### src/rtl/booth_pkg.sv
// Shared types for the sequential Booth multiplier: controller states and Booth-pair operations.
package booth_pkg;

  typedef enum logic [1:0] {IDLE, RUN, DONE} state_t;

  typedef enum logic [1:0] {OP_NOP, OP_ADD, OP_SUB} booth_op_t;

  // {Q[0],Qm}: 01 adds M, 10 subtracts M, 00/11 leave A alone
  function automatic booth_op_t booth_op(input logic q0, input logic qm);
    case ({q0, qm})
      2'b01:   return OP_ADD;
      2'b10:   return OP_SUB;
      default: return OP_NOP;
    endcase
  endfunction

endpackage

### src/rtl/booth_step.sv
// One radix-2 Booth iteration on N-bit A/Q/M: add/sub selected by {Q[0],Qm}, then arithmetic shift right.
// Latency: combinational.
// Backpressure: none; pure function of its inputs.
module booth_step
  import booth_pkg::*;
#(
  parameter int N = 17
) (
  input  logic [N-1:0] a,
  input  logic [N-1:0] q,
  input  logic [N-1:0] m,
  input  logic         qm,
  output logic [N-1:0] a_nxt,
  output logic [N-1:0] q_nxt,
  output logic         qm_nxt
);

  logic [N-1:0] sum;

  always_comb begin
    sum = a;
    case (booth_op(q[0], qm))
      OP_ADD:  sum = a + m;
      OP_SUB:  sum = a - m;
      default: sum = a;
    endcase
  end

  assign a_nxt  = {sum[N-1], sum[N-1:1]};
  assign q_nxt  = {sum[0], q[N-1:1]};
  assign qm_nxt = q[0];

endmodule

### src/rtl/booth_mul_seq.sv
// Sequential radix-2 Booth multiplier, signed/unsigned per operation; BOOTH_OVF_EN adds b_ovf.
// Latency: start sampled at edge 0, b_done high in the cycle after edge WIDTH+2.
// Backpressure: b_start is ignored while b_busy is high; nothing is queued.
module booth_mul_seq
  import booth_pkg::*;
#(
  parameter  int WIDTH = 16,
  localparam int CNT_W = $clog2(WIDTH + 2)
) (
  input  logic               b_clk,
  input  logic               b_rst_n,
  input  logic               b_start,
  input  logic               b_signed,
  input  logic [WIDTH-1:0]   b_inp1,
  input  logic [WIDTH-1:0]   b_inp2,
  output logic               b_busy,
  output logic               b_done,
  output logic [2*WIDTH-1:0] b_out
`ifdef BOOTH_OVF_EN
  ,
  output logic               b_ovf
`endif
);

  localparam int N = WIDTH + 1;
  localparam logic [CNT_W-1:0] CNT_INIT = CNT_W'(WIDTH + 1);

  state_t           state;
  logic [N-1:0]     a, q, m;
  logic             qm;
  logic [CNT_W-1:0] count;

  logic [N-1:0]       a_nxt, q_nxt;
  logic               qm_nxt;
  logic [2*WIDTH-1:0] prod;
  logic [N-1:0]       ext1, ext2;

  // One extra bit lets the same Booth recoding serve unsigned operands
  assign ext1 = {b_signed & b_inp1[WIDTH-1], b_inp1};
  assign ext2 = {b_signed & b_inp2[WIDTH-1], b_inp2};
  assign prod = {a[WIDTH-2:0], q};

  booth_step #(.N(N)) u_step (
    .a      (a),
    .q      (q),
    .m      (m),
    .qm     (qm),
    .a_nxt  (a_nxt),
    .q_nxt  (q_nxt),
    .qm_nxt (qm_nxt)
  );

`ifdef BOOTH_OVF_EN
  logic mode_signed;
  logic ovf_calc;

  always_comb begin
    ovf_calc = |prod[2*WIDTH-1:WIDTH];
    if (mode_signed)
      ovf_calc = !((&prod[2*WIDTH-1:WIDTH-1]) || !(|prod[2*WIDTH-1:WIDTH-1]));
  end

  always_ff @(posedge b_clk or negedge b_rst_n) begin
    if (!b_rst_n) begin
      mode_signed <= 1'b0;
      b_ovf       <= 1'b0;
    end else begin
      if (state == IDLE && b_start)
        mode_signed <= b_signed;
      if (state == RUN && count == '0)
        b_ovf <= ovf_calc;
    end
  end
`endif

  always_ff @(posedge b_clk or negedge b_rst_n) begin
    if (!b_rst_n) begin
      state  <= IDLE;
      a      <= '0;
      q      <= '0;
      m      <= '0;
      qm     <= 1'b0;
      count  <= '0;
      b_out  <= '0;
      b_busy <= 1'b0;
      b_done <= 1'b0;
    end else begin
      case (state)
        IDLE: begin
          b_done <= 1'b0;
          if (b_start) begin
            m      <= ext1;
            q      <= ext2;
            a      <= '0;
            qm     <= 1'b0;
            count  <= CNT_INIT;
            state  <= RUN;
            b_busy <= 1'b1;
          end
        end
        RUN: begin
          // Counter exhausted: all WIDTH+1 iterations are in {A,Q}
          if (count == '0) begin
            b_out  <= prod;
            b_done <= 1'b1;
            state  <= DONE;
          end else begin
            a     <= a_nxt;
            q     <= q_nxt;
            qm    <= qm_nxt;
            count <= count - 1'b1;
          end
        end
        DONE: begin
          b_done <= 1'b0;
          b_busy <= 1'b0;
          state  <= IDLE;
        end
        default: begin
          b_done <= 1'b0;
          b_busy <= 1'b0;
          state  <= IDLE;
        end
      endcase
    end
  end

endmodule

### config.mk
export PLATFORM = sky130hd
export DESIGN_NAME = booth_mul_seq
export DESIGN_NICKNAME = d
export VERILOG_FILES = /design/src/rtl/booth_pkg.sv /design/src/rtl/booth_step.sv /design/src/rtl/booth_mul_seq.sv
export SDC_FILE = /design/constraint.sdc
export NUM_CORES = 1
export LEC_CHECK = 0
export CORE_UTILIZATION = 48
export DETAILED_ROUTE_END_ITERATION = 10
export PLACE_DENSITY = 0.7
export SLEW_MARGIN = 20
export SYNTH_ARGS = -nofsm -noshare
export SYNTH_HDL_FRONTEND = slang
export SYNTH_SLANG_ARGS = --single-unit
### constraint.sdc
create_clock -name b_clk -period 7.7 [get_ports b_clk]
set_clock_uncertainty 0.2 [all_clocks]
set_input_delay 1.54 -clock b_clk [delete_from_list [all_inputs] [get_ports b_clk]]
set_output_delay 1.54 -clock b_clk [all_outputs]
set_load 0.01 [all_outputs]
==> metrics <==
hold crit path type flop to flop; initial antenna violation count 0; detailed-routing iteration count for the pre-antenna-repair pass 4; clock tree root buffer cell sky130_fd_sc_hd__clkbuf_8; Adder-Cell Fraction of Synth Area 0.0535; maximum number of pins on one net before global-route repair 48; relative area change from synthesis to final layout 20.3%; type of the setup path with the least slack flop to flop; post-detailed-placement half-perimeter wirelength 7180 microns; number of placed I/O pins 70; kind of start point of the critical path flop; number of input and output port buffers inserted 69; global-route wire length before repair 16300 microns; GR Overflow Total 0; post-CTS resize count 0; portion of the post-synthesis area used by sequential elements 0.478; routed wirelength normalized by instance count ~14 microns; Post-Synth XOR/XNOR Area 0.0509; standard-cell row count 36; per-instance average area after synthesis between 10 and 15 sq um; number of nets with antenna violations after routing 0; number of vias in the routed layout approximately 3.7k; instance count after placement with tap cells included 663; count of placed standard cells in the final layout, fillers left out 679; storage element area 0.00230 sq mm; number of cells produced by synthesis between 400 and 500; global routing usage summed across all routing layers 0.200; share of cell area taken by muxes after synthesis 0.103; Warnings, synthesis 0; x dimension of the die between 100 and 150 microns; number of buffers inserted to repair setup after CTS 0; distinct cell type count of the synthesized netlist 47; final hold violation count 0; number of global-route vias before repair ~3.5k; most common library cell in the layout ignoring fill and taps sky130_fd_sc_hd__dfrtp_1; leading register cell type out of synthesis sky130_fd_sc_hd__dfrtp_1; post-synthesis net count 537; largest family of logic cells by synthesized area compound AO/OA/AOI/OAI gates; share of the synthesized area in compound gates (AO/OA/AOI/OAI) 0.155; Starting DRT DRC Count slightly above 100; Finished Core Util 0.596; count of clock tree sinks 92; result of the run finished clean; Synth Area in Simple Gates 0.125; Ant. Diodes 0; Worst-Margin Slew between 800 and 900 ps; number of clock buffers inserted by TritonCTS 9; number of synthesized register bits 92; worst endpoint required time 7800 ps; Fmax between 0.2 and 0.3 GHz; Final TNS setup 0 ps; Worst Setup End Kind flop; final cycle utilization of the critical path 0.492; CTS tree yes; maximum level of the CTS H-tree 3; clock input transition at the sequential cells of the worst setup and hold paths 100 ps; global placer's final weighted congestion 0.860; final routed DRC violation total 0; unrepaired setup endpoints after global routing false; per-cell via count in the routed design 5.38; Finish-stage setup viols 0; number of enable-type register cells in the synthesized netlist 0; cell area after synthesis a little under 0.005 sq mm; FFs w/ async S/R, synth 1.00; floorplan die height 102 microns; CTS Hold Bufs 0; number of maximum-capacitance constraint violations 0; Max Slew Vio Count 0; relative slew slack 0.420; core outline area 0.00973 sq mm; maximum number of buffers from clock root to sink 2; number of nets in the layout about 600; die area 0.0104 sq mm; worst skew pair latency 370 ps; Starting Density 0.495; Worst EP arrival just under 4000 ps; worst hold slack 292 ps; filler cell count roughly 830; minimum clock period 3790 ps; routed wire length about 9700 microns; crit-path max FO 14; multi-input combinational cell area roughly 0.0024 sq mm; most frequent cells in the layout 92 x sky130_fd_sc_hd__dfrtp_1, 68 x sky130_fd_sc_hd__clkdlybuf4s50_1, 60 x sky130_fd_sc_hd__nand2_1; share of post-route cells with drive strength above 1 0.136
-- critical path, cell delays in order, from the launching register on --
cell and delay, ps:
sky130_fd_sc_hd__dfrtp_1 380, sky130_fd_sc_hd__inv_1 70, sky130_fd_sc_hd__ha_1 490, sky130_fd_sc_hd__inv_1 160
sky130_fd_sc_hd__a21oi_1 320, sky130_fd_sc_hd__o21ai_0 180, sky130_fd_sc_hd__xnor2_1 160, sky130_fd_sc_hd__ha_1 370
sky130_fd_sc_hd__a21o_1 200, sky130_fd_sc_hd__a31oi_1 280, sky130_fd_sc_hd__o21a_1 180, sky130_fd_sc_hd__o21ai_0 90
sky130_fd_sc_hd__or3_1 380, sky130_fd_sc_hd__a21oi_1 150, sky130_fd_sc_hd__nand3b_1 110
-- metrics by stage --
| step | setup WS, ps | instance area [sq um] |
|---|---|---|
| after floorplan | 4310 | 4820 |
| after global placement | 3630 | 5610 |
| after detailed placement | 3590 | 5610 |
| after CTS | 3900 | 5800 |
| after global routing | 3550 | 5800 |
| final | 3910 | 5800 |
-- worst paths after layout --
kind | from | endpoint | slack, ps | cells after the start
max | qm$_DFFE_PN0P_ | a[15]$_DFFE_PN0P_ | 3910 | 14
max reg2reg | qm$_DFFE_PN0P_ | a[15]$_DFFE_PN0P_ | 3910 | 14
min in group asynchronous | b_rst_n | b_out[14]$_DFFE_PN0P_ | 960 | 1
min | b_out[17]$_DFFE_PN0P_ | b_out[17]$_DFFE_PN0P_ | 290 | 2
min reg2reg | b_out[17]$_DFFE_PN0P_ | b_out[17]$_DFFE_PN0P_ | 290 | 2
max in group asynchronous | b_rst_n | m[6]$_DFFE_PN0P_ | 5360 | 2
-- flip-flops by register name (all words and copies together) (netlist names) --
| register | cells |
|---|---|
| state | 2 |
| qm | 1 |
| b_done | 1 |
| count | 5 |
| b_out | 32 |
| a | 16 |
| b_busy | 1 |
| m | 17 |
| q | 17 |
-- Yosys cell counts, types with 4 or more instances --
cell type / number / area share
sky130_fd_sc_hd__dfrtp_1: 92 / 0.48
sky130_fd_sc_hd__clkbuf_1: 18 / 0.014
sky130_fd_sc_hd__a21o_1: 4 / 0.0062
sky130_fd_sc_hd__a22oi_1: 7 / 0.011
sky130_fd_sc_hd__nor3_1: 8 / 0.0083
sky130_fd_sc_hd__nor2_1: 41 / 0.032
sky130_fd_sc_hd__inv_1: 20 / 0.016
sky130_fd_sc_hd__buf_2: 5 / 0.0052
sky130_fd_sc_hd__xnor2_1: 22 / 0.040
sky130_fd_sc_hd__nand2_1: 60 / 0.047
sky130_fd_sc_hd__o21ai_0: 36 / 0.037
sky130_fd_sc_hd__xor2_1: 6 / 0.011
sky130_fd_sc_hd__ha_1: 19 / 0.049
sky130_fd_sc_hd__mux2_2: 44 / 0.10
sky130_fd_sc_hd__nand3_1: 8 / 0.0083
sky130_fd_sc_hd__a21oi_1: 26 / 0.027
sky130_fd_sc_hd__a31oi_1: 19 / 0.025
-- cell families (layout without fill, tap and decap cells) --
group / count (synthesis) / count (layout)
AOI/OAI and AO/OA: 117 / 117
xor gates and xnor gates: 28 / 28
adders and majority gates: 20 / 20
buffers and inverters: 43 / 108
DFF: 92 / 92
muxes: 44 / 44
and+or+nand+nor: 137 / 137
-- final cells by class --
| cell class | instances | share of cell area |
|---|---|---|
| Inverter | 20 | 0.0129 |
| Sequential cell | 92 | 0.397 |
| Clock inverter | 7 | 0.0114 |
| Multi-Input combinational cell | 346 | 0.406 |
| Clock buffer | 9 | 0.0214 |
| Tap cell | 133 | 0.0287 |
| Timing Repair Buffer | 72 | 0.123 |
-- per-layer routing --
| metal | track usage | vias to the layer above | wire, microns |
|---|---|---|---|
| li1 | - | 1813 | - |
| met1 | 0.272 | 1729 | 4610 |
| met2 | 0.320 | 95 | 4330 |
| met3 | 0.0424 | 19 | 551 |
| met4 | 0.0670 | 0 | 171 |
| met5 | 0 | - | 0 |
Power is left out: the tool's default activity adds up to more than one toggle a clock period on the data nets, which glitch-free logic cannot reach.
